<file path="config.mk">
export PLATFORM = sky130hd
export DESIGN_NAME = gather_vc_allocator
export DESIGN_NICKNAME = d
export VERILOG_FILES = /design/src/rtl/gather_pkg.sv /design/src/rtl/gather_rr_arb.sv /design/src/rtl/gather_vc_allocator.sv
export SDC_FILE = /design/constraint.sdc
export NUM_CORES = 1
export LEC_CHECK = 0
export BUFFER_PORTS_ARGS = -buffer_cell sky130_fd_sc_hd__buf_2
export CAP_MARGIN = 20
export CELL_PAD_IN_SITES_DETAIL_PLACEMENT = 2
export CELL_PAD_IN_SITES_GLOBAL_PLACEMENT = 2
export CORE_MARGIN = 1
export CORE_UTILIZATION = 35
export CTS_CLUSTER_DIAMETER = 150
export DETAILED_ROUTE_END_ITERATION = 10
export PLACE_DENSITY = 0.82
export REMOVE_ABC_BUFFERS = 1
export SLEW_MARGIN = 20
export SYNTH_ARGS = -nofsm -noshare
export SYNTH_HDL_FRONTEND = slang
export SYNTH_HIERARCHICAL = 1
export SYNTH_SLANG_ARGS = --single-unit
</file>
<file path="constraint.sdc">
create_clock -name clk -period 6.15 [get_ports clk]
set_input_delay 1.845 -clock clk [delete_from_list [all_inputs] [get_ports clk]]
set_output_delay 1.845 -clock clk [all_outputs]
set_load 0.01 [all_outputs]
</file>
<file path="src/rtl/gather_pkg.sv">
// Shared types and helpers for the gather-network output-VC allocator.
// Optional candidate checking in the allocator is enabled by defining GATHER_VA_CHECK_EN.
`ifndef CN
`define CN 4
`endif

package gather_pkg;

    typedef enum logic {VC_FREE, VC_BUSY} vc_state_e;
    typedef enum logic {IN_IDLE, IN_OWN}  in_state_e;

    localparam int NUM_IN_DEF = 5;
    localparam int IDX_W      = $clog2(NUM_IN_DEF);
    localparam int CN_DEF     = `CN;

    // Isolates the lowest set bit; a multi-hot candidate resolves to its lowest VC.
    function automatic logic [31:0] onehot_lowest(input logic [31:0] v);
        return v & (~v + 32'd1);
    endfunction

endpackage

</file>
<file path="src/rtl/gather_rr_arb.sv">
// N-way round-robin arbiter: first requester at or after ptr (wrapping) wins.
module gather_rr_arb #(
    parameter int N  = 5,
    parameter int IW = 3
) (
    input  logic [N-1:0]  req,
    input  logic [IW-1:0] ptr,
    output logic [N-1:0]  gnt,
    output logic [IW-1:0] win,
    output logic          any
);

    // NOTE: every output gets a default before the search so no latch is inferred.
    always_comb begin
        int k;
        k   = 0;
        gnt = '0;
        win = '0;
        any = 1'b0;
        for (int off = 0; off < N; off++) begin
            k = (int'(ptr) + off) % N;
            if (!any && req[k]) begin
                any    = 1'b1;
                gnt[k] = 1'b1;
                win    = IW'(k);
            end
        end
    end

endmodule

</file>
<file path="src/rtl/gather_vc_allocator.sv">
// Output-VC allocator: per-VC round-robin grant of free VCs, held until the owner's tail releases.
// Define GATHER_VA_CHECK_EN to add the sticky cand_err port and candidate checking.
module gather_vc_allocator
    import gather_pkg::*;
#(
    parameter int NUM_IN = NUM_IN_DEF,
    parameter int CN     = CN_DEF
) (
    input  logic                 clk,
    input  logic                 rst,
    input  logic [NUM_IN-1:0]    req_valid,
    input  logic [NUM_IN*CN-1:0] req_vc,
    input  logic [NUM_IN-1:0]    vc_release,
    output logic [NUM_IN-1:0]    grant,
    output logic [NUM_IN*CN-1:0] grant_vc,
    output logic [CN-1:0]        vc_busy
`ifdef GATHER_VA_CHECK_EN
   ,output logic [NUM_IN-1:0]    cand_err
`endif
);

    localparam int IW = $clog2(NUM_IN);

    in_state_e         in_state [NUM_IN];
    vc_state_e         vc_state [CN];
    logic [IW-1:0]     vc_owner [CN];
    logic [IW-1:0]     rr_ptr   [CN];

    logic [CN-1:0]     target   [NUM_IN];
    logic [NUM_IN-1:0] req_mat  [CN];
    logic [NUM_IN-1:0] arb_gnt  [CN];
    logic [IW-1:0]     arb_win  [CN];
    logic [CN-1:0]     arb_any;
    logic [NUM_IN-1:0] won;

    // Request matrix is built from registered state only; a VC freed this cycle is not offered.
    always_comb begin
        for (int v = 0; v < CN; v++) req_mat[v] = '0;
        for (int i = 0; i < NUM_IN; i++) begin
            target[i] = CN'(onehot_lowest(32'(req_vc[i*CN +: CN])));
            for (int v = 0; v < CN; v++)
                req_mat[v][i] = req_valid[i] && (in_state[i] == IN_IDLE) &&
                                target[i][v] && (vc_state[v] == VC_FREE);
        end
    end

    for (genvar v = 0; v < CN; v++) begin : g_arb
        gather_rr_arb #(.N(NUM_IN), .IW(IW)) u_arb (
            .req (req_mat[v]),
            .ptr (rr_ptr[v]),
            .gnt (arb_gnt[v]),
            .win (arb_win[v]),
            .any (arb_any[v])
        );
    end

    always_comb begin
        won = '0;
        for (int v = 0; v < CN; v++) won = won | arb_gnt[v];
        for (int v = 0; v < CN; v++) vc_busy[v] = (vc_state[v] == VC_BUSY);
    end

    // NOTE: sequential state uses non-blocking assignments so all registers update together.
    // NOTE: the state arrays are tiny and all of them are cleared on reset, unlike bulk memories.
    always_ff @(posedge clk) begin
        if (rst) begin
            grant    <= '0;
            grant_vc <= '0;
            for (int v = 0; v < CN; v++) begin
                vc_state[v] <= VC_FREE;
                vc_owner[v] <= '0;
                rr_ptr[v]   <= '0;
            end
            for (int i = 0; i < NUM_IN; i++) in_state[i] <= IN_IDLE;
        end else begin
            grant <= won;
            for (int v = 0; v < CN; v++) begin
                if (vc_state[v] == VC_BUSY && vc_release[vc_owner[v]]) begin
                    vc_state[v] <= VC_FREE;
                end else if (arb_any[v]) begin
                    vc_state[v] <= VC_BUSY;
                    vc_owner[v] <= arb_win[v];
                    rr_ptr[v]   <= (arb_win[v] == IW'(NUM_IN - 1)) ? '0 : arb_win[v] + 1'b1;
                end
            end
            for (int i = 0; i < NUM_IN; i++) begin
                if (in_state[i] == IN_OWN && vc_release[i]) begin
                    in_state[i]           <= IN_IDLE;
                    grant_vc[i*CN +: CN] <= '0;
                end else if (in_state[i] == IN_IDLE && won[i]) begin
                    in_state[i]           <= IN_OWN;
                    grant_vc[i*CN +: CN] <= target[i];
                end
            end
        end
    end

`ifdef GATHER_VA_CHECK_EN
    logic [NUM_IN-1:0] bad;

    always_comb begin
        logic [CN-1:0] s;
        s   = '0;
        bad = '0;
        for (int i = 0; i < NUM_IN; i++) begin
            s      = req_vc[i*CN +: CN];
            bad[i] = req_valid[i] && ((s == '0) || ((s & (s - 1'b1)) != '0));
        end
    end

    always_ff @(posedge clk) begin
        if (rst) cand_err <= '0;
        else     cand_err <= cand_err | bad;
    end

    always_ff @(posedge clk) begin
        if (!rst) begin
            for (int i = 0; i < NUM_IN; i++)
                if (bad[i]) $error("gather_vc_allocator: input %0d candidate VC not one-hot", i);
        end
    end
`endif

endmodule

</file>
Word level (Yosys, flattened, before mapping) --
Memory sizes are Yosys's and may differ from the RTL's. Index checks and enable logic that the tools add are counted.
Storage, ports and cells: bits in registers 25, bits in latches 0, bits in writable memories 33, bits in read-only memories 0, input bits 32, output and inout port bits 29, word-level logic and storage cells 546, memories kept 4
Operators by class: add/subtract/negate cells 25, $mul 0, div/mod/pow operators 20, $lt $le $gt $ge 44, eq/ne operators 4, shift operators 0, multiplexer cells 263, bitwise gates (word level) 64, reduce and logical (&&, ||, !) cells 116
Memory list:
- rr_ptr | words 4, width 3, rd ports 4, clocked after memory_dff 0, write ports 4, RTL line gather_vc_allocator.sv:27 | logic [IW-1:0] rr_ptr [CN];
- vc_owner | words 4, width 3, rd ports 4, clocked after memory_dff 0, write ports 4, RTL line gather_vc_allocator.sv:26 | logic [IW-1:0] vc_owner [CN];
- in_state | words 5, width 1, rd ports 5, clocked after memory_dff 0, write ports 5, RTL line gather_vc_allocator.sv:24 | in_state_e in_state [NUM_IN];
- vc_state | words 4, width 1, rd ports 4, clocked after memory_dff 0, write ports 4, RTL line gather_vc_allocator.sv:25 | vc_state_e vc_state [CN];
Operators by type and width (number):
- >= comparator 32 x 1 -> 1 bit, second input constant | 20
- less-than comparator 32 x 5 -> 1 bit, second input constant | 20
- remainder unit 32 x 4 -> 32 bit, second input constant | 16
- 2-to-1 mux 1 bit | 167
- remainder unit 4 x 4 -> 32 bit, second input constant | 4
- 2-to-1 mux 5 bit | 20
- 2-to-1 mux 3 bit | 32
- logical AND 1 bit | 95
- OR 5 bit | 19
- binary-select mux 1 bit (select 3 bit) | 24
- demux 1 bit (select 3 bit) | 20
- adder 3 x 2 -> 4 bit, second input constant | 8
- OR 1 bit | 26
- adder 4 x 1 -> 4 bit, second input constant | 5
- AND 4 bit | 5
- inverter 4 bit | 5
- adder 3 x 1 -> 4 bit, second input constant | 4
- adder 3 x 3 -> 4 bit, second input constant | 4
- logical NOT 1 bit | 16
- less-than comparator 3 x 4 -> 1 bit, second input constant | 4
- adder 3 x 1 -> 3 bit, second input constant | 4
- equality test 3 bit, second input constant | 4
- OR reduction 2 bit | 5
- inverter 1 bit | 9

Logic depth before layout (Yosys ltp) --
Gate-level depths: netlist of the first run.
depth after elaboration 30, depth in mapped cells 28, gate-level depth less buffers 24

Modules after synthesis --
Netlist of the first run, hierarchy kept.
By module, submodules not included:
- gather_rr_arb at g_arb[0].u_arb ... | times used 3, cells each 364, area an instance 2560.0 um^2, sequential area each 0.0 um^2
- gather_vc_allocator | times used 1, cells each 322, area an instance 3088.0 um^2, sequential area each 1481.4 um^2
- gather_rr_arb at g_arb[3].u_arb | times used 1, cells each 334, area an instance 2283.4 um^2, sequential area each 0.0 um^2

Worst setup path after synthesis of the first run --
No wires, ideal clock.
kind flip-flop to flip-flop, start mem rr_ptr[1][1], end mem in_state[1] (netlist bit), enable pin, setup time 0.257 ns, arrival 5.767 ns, data required time 5.893 ns, slack 0.126 ns, cell stages (with the launch flop) 27, path buffers 4, clock period less this slack 6.024 ns, cells stage by stage edfxtp_1 buf_2 inv_1 ha_1 clkbuf_1 inv_1 ha_1 buf_6 inv_1 ha_1 or3_1 buf_2 a21oi_1 or2_2 ha_1 nand2b_1 and3_4 o31ai_2 nor3_1 a211o_1 nand2b_2 nand4_4 or3_4 o211ai_1 or4_1 mux2i_1 nand2_1
RTL lines (RTL line):
- start: declaration | gather_vc_allocator.sv:27
- end: declaration | gather_vc_allocator.sv:24

==> run_results.csv, run 1 <==
group,metric,value,unit
global_route,grt_usage,0.290,
final_layout,final_area,14600,um^2
critical_path,path_max_fanout,7,
critical_path,cp_cell_sequence,"clkinv_1, ha_1, inv_1, ha_1, inv_1, ha_1, or3_1, a21oi_1, or2_2, ha_1, nand2b_1, a21o_1, o21ai_1, o31ai_1, o211ai_4, nand4bb_4, nor3_1, nor3_1, o211ai_1, or4_1, mux2i_1, nand2_1",
critical_path,max_stage_delay,690,ps
global_route,antenna_found_initial,3,
routing,vias,14800,
routing,drtPass1Iterations,5,
die,die-area,38100,um^2
clocking,root_buffer,"clkbuf_16",
final_layout,final_layout_size_suffix_gt1_frac,0.169,
yosys,syn_avg_cell_area,7.47,um^2
die,rows,70,
critical_path,worst-setup-path-type,"reg -> reg",
yosys,synthCells,1748,
timing,setup_viol,0,
global_route,overflow,0,
routing,highest_layer,"met5",
routing,wl_met2,27100,um
clocking,cts-htree-levels,3,
routing,drt_iter0_drc,737,
yosys,ys_types,110,
timing,rsz0062_at_grt,"no",
min_path,hold_path.class,"reg -> reg",
routing,vias_per_cell,6.40,
routing,wl_met3,2040,um
global_route,grt_pass1_vias,15800,
routing,wl_met1,25400,um
final_layout,utilization,0.398,
critical_path,critPathMostFrequentCell,"ha_1",
timing,slew_headroom,0.311,
timing,skew,14.9,ps
critical_path,cp-start-kind,"flip-flop",
global_route,grt_pass1_wl,89300,um
timing,holdWs,481,ps
place,placed_area,14100,um^2
critical_path,end_kind,"flip-flop",
yosys,ys.warnings.count,6,
routing,drt_wl_total,56100,um
timing,hold_viol,0,
critical_path,worstPathRequired,6240,ps
run_status,outcome,"finished clean",
clocking,clockBufferDepth,2,
routing,drcViolationCount,0,
die,die-height,195,um
global_route,grt_max_degree,55,
yosys,synthFlopType,"edfxtp_1",
yosys,ys_seq_area_frac,0.114,
critical_path,crit_slowest_cell,"or4_1",
clocking,cts_tree,"built",
timing,drv_slew,0,
clocking,hold_buffers,0,
yosys,synth_edf_count,32,
clocking,clk-insertion-delay-late,350,ps
routing,final_antenna_net_count,0,
timing,tightest_slew,1030,ps
final_layout,fin_nets,1985,
die,ios,61,
die,core_area,36600,um^2
timing,max_freq,171,MHz
clocking,clk_pin_slew,70,ps
place,place_hpwl,44500,um
clocking,clock-sinks,58,
die,dieWidth,195,um
final_layout,area_growth,11.6,%
routing,wire_per_inst,24.3,um
timing,period_needed,5840,ps
critical_path,critPathArrivalTime,5930,ps
job,max_cap_viol_count,0,
place,portBuffers,60,
die,start_util,0.356,
yosys,synthArstFlopShare,0,
yosys,netlist_area,13100,um^2
clocking,cts-buffers-inserted,9,
place,gp_congestion,0.925,
timing,finalCritPeriodShare,0.950,
yosys,ys_ff_latch,58,
## layout make-up
type | instances | area [um^2]
fillers | 4297 | 22000
multi-input cells | 1509 | 10800
flip-flops and latches | 58 | 1480
repair buffers | 155 | 1020
well taps | 468 | 586
inverters | 99 | 372
clock buffers | 12 | 268
clock inverters | 4 | 47.5
diodes | 1 | 2.50
## flip-flops by register name, indices dropped and copies added (netlist names)
signal    flops
in_state      5
grant_vc     20
vc_owner     12
rr_ptr       12
vc_state      4
grant         5
## what timing repair did
action,4_1_cts,5_1_grt
setup buffers,0,3
endpoints found under the setup margin,0,18
gates resized for setup,0,11
## layer usage
metal / global-route usage / vias up
met1: 0.370 / 7484
met3: 0.0325 / 97
met4: 0.0983 / 2
li1: - / 6852
met2: 0.503 / 317
met5: 0 / -
## worst max-delay path: cells and delay by family, from the launching register on
family	cells	cell delay, ps
compound gates	6	1520
fa+ha+maj	4	930
buf+inv	3	220
flops	1	430
simple gates	8	2260
mux	1	220
## through the flow
stage | setup TNS [ps] | setup WS [ps] | std cells
after global routing | 0 | 12.3 | 2306
final | 0 | 311 | 2306
after detailed placement | 0 | 96.6 | 2286
after CTS | 0 | 79.1 | 2302
after floorplan | -9920 | -408 | 1666
after global placement | 0 | 275 | 2286
## cells by family (layout without fill, tap and decap cells)
logic type / after synthesis / count (layout) / share of synthesized area
and+or+nand+nor: 742 / 742 / 0.319
AOI/OAI and AO/OA: 539 / 539 / 0.303
buffers and inverters: 181 / 270 / 0.0657
adders and majority gates: 121 / 121 / 0.116
muxes: 60 / 60 / 0.0496
DFF: 58 / 58 / 0.114
xor gates and xnor gates: 47 / 47 / 0.0333
other: 0 / 1 / 0
## synth_stat cells, types with 15 or more instances
cell | number | share of area
ha_1 | 121 | 0.12
o22ai_1 | 19 | 0.0091
nand2b_1 | 29 | 0.014
nor2_1 | 145 | 0.042
mux2i_1 | 44 | 0.034
o211ai_1 | 22 | 0.013
nor4_1 | 29 | 0.014
nand3_1 | 59 | 0.023
o21ai_0 | 89 | 0.034
nand2_1 | 145 | 0.042
a211o_1 | 15 | 0.010
a31oi_1 | 19 | 0.0091
nor2b_1 | 40 | 0.019
nand4b_1 | 15 | 0.010
xnor2_1 | 41 | 0.028
a21o_1 | 17 | 0.0098
nor3b_1 | 21 | 0.012
and3_1 | 17 | 0.0081
clkbuf_1 | 34 | 0.0098
a31o_2 | 18 | 0.012
inv_1 | 88 | 0.025
o31ai_1 | 16 | 0.0092
a211oi_1 | 32 | 0.018
nor3_1 | 81 | 0.031
or3_1 | 15 | 0.0072
dfxtp_1 | 26 | 0.040
edfxtp_1 | 32 | 0.074
nand4_1 | 28 | 0.013
buf_2 | 21 | 0.0081
a21oi_1 | 109 | 0.042
## layout by cell type (no fill, tap or decap), types with 9 or more instances in the layout
master | Yosys | final
nand2b_1 | 29 | 29
xnor2_1 | 41 | 41
o21ai_0 | 89 | 89
nand3_1 | 59 | 59
a21oi_1 | 109 | 109
edfxtp_1 | 32 | 32
mux2_2 | 14 | 14
nor2_1 | 145 | 145
o211ai_1 | 22 | 22
nor3_1 | 81 | 78
nor3b_1 | 21 | 21
a31oi_1 | 19 | 19
o21ai_1 | 9 | 9
or4_1 | 14 | 14
o221ai_1 | 14 | 14
nand4b_1 | 15 | 15
a21o_1 | 17 | 17
nor2b_1 | 40 | 40
o22ai_1 | 19 | 19
buf_4 | 7 | 93
ha_1 | 121 | 121
nor4_1 | 29 | 28
a221oi_1 | 9 | 9
and3_1 | 17 | 17
or2_2 | 12 | 12
dfxtp_1 | 26 | 26
a211oi_1 | 32 | 31
nand2_1 | 145 | 145
nand4_1 | 28 | 28
nand3b_1 | 11 | 11
o31ai_1 | 16 | 15
buf_2 | 21 | 60
clkbuf_16 | 0 | 10
or3_1 | 15 | 15
a211o_1 | 15 | 15
inv_1 | 88 | 88
mux2i_1 | 44 | 44
a21boi_0 | 12 | 12
a31o_2 | 18 | 18
a32oi_1 | 13 | 13
## final timing paths
path	cells after the start	slack, ps	start	endpoint
worst max-delay path	22	310	rr_ptr[0][0]	in_state[1]
worst min-delay path	2	480	grant_vc[14]	grant_vc[14]
worst max register to register	22	310	rr_ptr[0][0]	in_state[1]
worst min register to register	2	480	grant_vc[14]	grant_vc[14]
Power of run 1 is left out: the tool's default activity adds up to more than one toggle a clock period on the data nets, which glitch-free logic cannot reach.
==> run 2: changes to the inputs <==
--- a/config.mk
+++ b/config.mk
@@ -15,6 +15,7 @@
 export DETAILED_ROUTE_END_ITERATION = 10
 export PLACE_DENSITY = 0.82
 export REMOVE_ABC_BUFFERS = 1
+export SETUP_SLACK_MARGIN = 0.5
 export SLEW_MARGIN = 20
 export SYNTH_ARGS = -nofsm -noshare
 export SYNTH_HDL_FRONTEND = slang
==> run 2 against run 1 <==
Wire length up 2.6%; critical path depth down 5; maximum frequency up 6.7%; sequential share of layout area down 0.36 points; cell area up 3.7%; first-iteration DRC count up 6.1%; global-route usage up 0.21 points; via count up 1.2%; hold slack about the same; flip-flop and latch count unchanged; count of clock-buffer cells in the layout unchanged; non-clock buffer count up 17.
==> run_results.csv, run 2 (synthesized netlist as in run 1, its figures left out) <==
group,metric,value,unit
run_status,outcome,"finished clean",
place,place_ws,96.6,ps
global_route,grt_max_degree,55,
routing,drcViolationCount,0,
place,place_hpwl,44500,um
min_path,worstHoldStart,"grant_vc[14]",
routing,vias,14900,
global_route,grt_pass1_wl,90000,um
place,portBuffers,60,
final_layout,layout_commonest_cell,"nand2_1",
final_layout,largest_reg_flops,20,
min_path,holdPathStages,2,
die,die-area,38100,um^2
clocking,clock-sinks,58,
timing,hold_viol,0,
final_layout,final_layout_size_suffix_gt1_frac,0.215,
critical_path,critPathArrivalTime,5560,ps
routing,drt_wl_total,57600,um
critical_path,worstPathRequired,6230,ps
clocking,cts-buffers-inserted,9,
job,max_cap_viol_count,0,
timing,timing.final.ws_setup,677,ps
timing,drv_slew,0,
critical_path,worst-setup-path-type,"in -> reg",
routing,wire_per_inst,24.8,um
routing,drtPass1Iterations,5,
critical_path,path_max_fanout,8,
final_layout,fin_nets,2002,
clocking,clk-insertion-delay-late,350,ps
routing,final_antenna_net_count,0,
die,core_area,36600,um^2
timing,final.setup.tns,0,ps
critical_path,crit_slowest_cell,"or4_4",
final_layout,area_growth,15.7,%
clocking,clockBufferDepth,2,
timing,setup_viol,0,
final_layout,largest-register,"grant_vc",
timing,slew_headroom,0.333,
clocking,cts-htree-levels,3,
place,gp_congestion,0.925,
critical_path,end_kind,"flip-flop",
final_layout,final_area,15100,um^2
routing,drt_iter0_drc,782,
timing,skew,13.6,ps
critical_path,r2r-end,"in_state[0]",
routing,vias_per_cell,6.42,
die,rows,70,
clocking,hold_buffers,0,
timing,period_needed,5470,ps
min_path,holdPathEnd,"grant_vc[14]",
critical_path,ff2ff_setup_slack,680,ps
critical_path,cp_cell_sequence,"buf_2, nand2_1, nor4bb_1, buf_4, or3b_2, a21oi_1, o22ai_1, a211oi_2, buf_4, nor3_1, nand3_1, o21ai_0, a31oi_1, o221ai_1, or4_4, mux2i_1, nand2_1",
critical_path,worstReg2RegStart,"rr_ptr[0][1]",
timing,max_freq,183,MHz
die,start_util,0.356,
critical_path,cp-start-kind,"input port",
final_layout,final_cell_mix,"145 x nand2_1, 144 x nor2_1, 116 x ha_1",
die,die-height,195,um
clocking,cts_tree,"built",
final_layout,largestRegisters,"grant_vc (20), rr_ptr (12), vc_owner (12)",
global_route,overflow,0,
place,placed_area,14100,um^2
clocking,clk_pin_slew,60,ps
critical_path,rr_worst_depth,23,
clocking,root_buffer,"clkbuf_16",
die,dieWidth,195,um
critical_path,max_stage_delay,620,ps
global_route,antenna_found_initial,2,
global_route,grt_usage,0.292,
timing,finalCritPeriodShare,0.890,
global_route,grt_pass1_vias,15900,
die,ios,61,
timing,tightest_slew,1000,ps
min_path,hold_path.class,"reg -> reg",
timing,rsz0062_at_grt,"yes",
run 2: changes by cell type in the layout (fill, tap and decap cells not counted), sizes merged:
cell / change
diode: +1
buf: +16
clkbuf: +1
run 2: area by class of cell:
type,count,area (um^2)
clock inverter,4,47.5
timing repair buffer,172,1150
clock buffer,12,268
tap,468,586
fill,4222,21500
antenna,2,5.00
sequential,58,1480
multi-input combinational,1509,11200
inverter,99,372
run 2: layer usage:
layer | track usage | vias to the layer above | share of wire
met3 | 0.0316 | 106 | 0.037
met4 | 0.0992 | 2 | 0.030
li1 | - | 6883 | -
met2 | 0.508 | 357 | 0.48
met1 | 0.373 | 7583 | 0.45
met5 | 0 | - | 0.00023
run 2: metrics by stage:
step | utilization | hold WS (ps) | std cells
after floorplan | - | 498 | 1666
after global placement | 0.386 | 467 | 2286
after detailed placement | 0.386 | 474 | 2286
after CTS | 0.400 | 483 | 2309
after global routing | 0.412 | 508 | 2323
final | 0.412 | 480 | 2324
run 2: repair_timing:
| action | CTS | global route |
|---|---|---|
| cloned | 0 | 0 |
| gates resized for setup | 20 | 72 |
| pin swaps | 3 | 18 |
| endpoints found under the setup margin | 25 | 44 |
| buffers inserted | 7 | 13 |
run 2: critical path: cells and delay by family:
family	cells	cell delay, ps
AO/OA/AOI/OAI	6	1160
buffers and inverters	3	540
multiplexers	1	150
AND/OR/NAND/NOR	7	1840
run 2: worst max-delay path by stage:
stage / start / endpoint / depth (start not counted)
3_3_place_gp: req_valid[3] / in_state[0] / 16
2_1_floorplan: rr_ptr[1][0] / in_state[1] / 22
6_report: req_valid[4] / in_state[3] / 17
5_1_grt: rr_ptr[2][1] / grant_vc[13] / 23
3_5_place_dp: req_vc[8] / in_state[0] / 16
4_1_cts: rr_ptr[0][1] / rr_ptr[0][2] / 23
Power of run 2 is left out for the same reason.
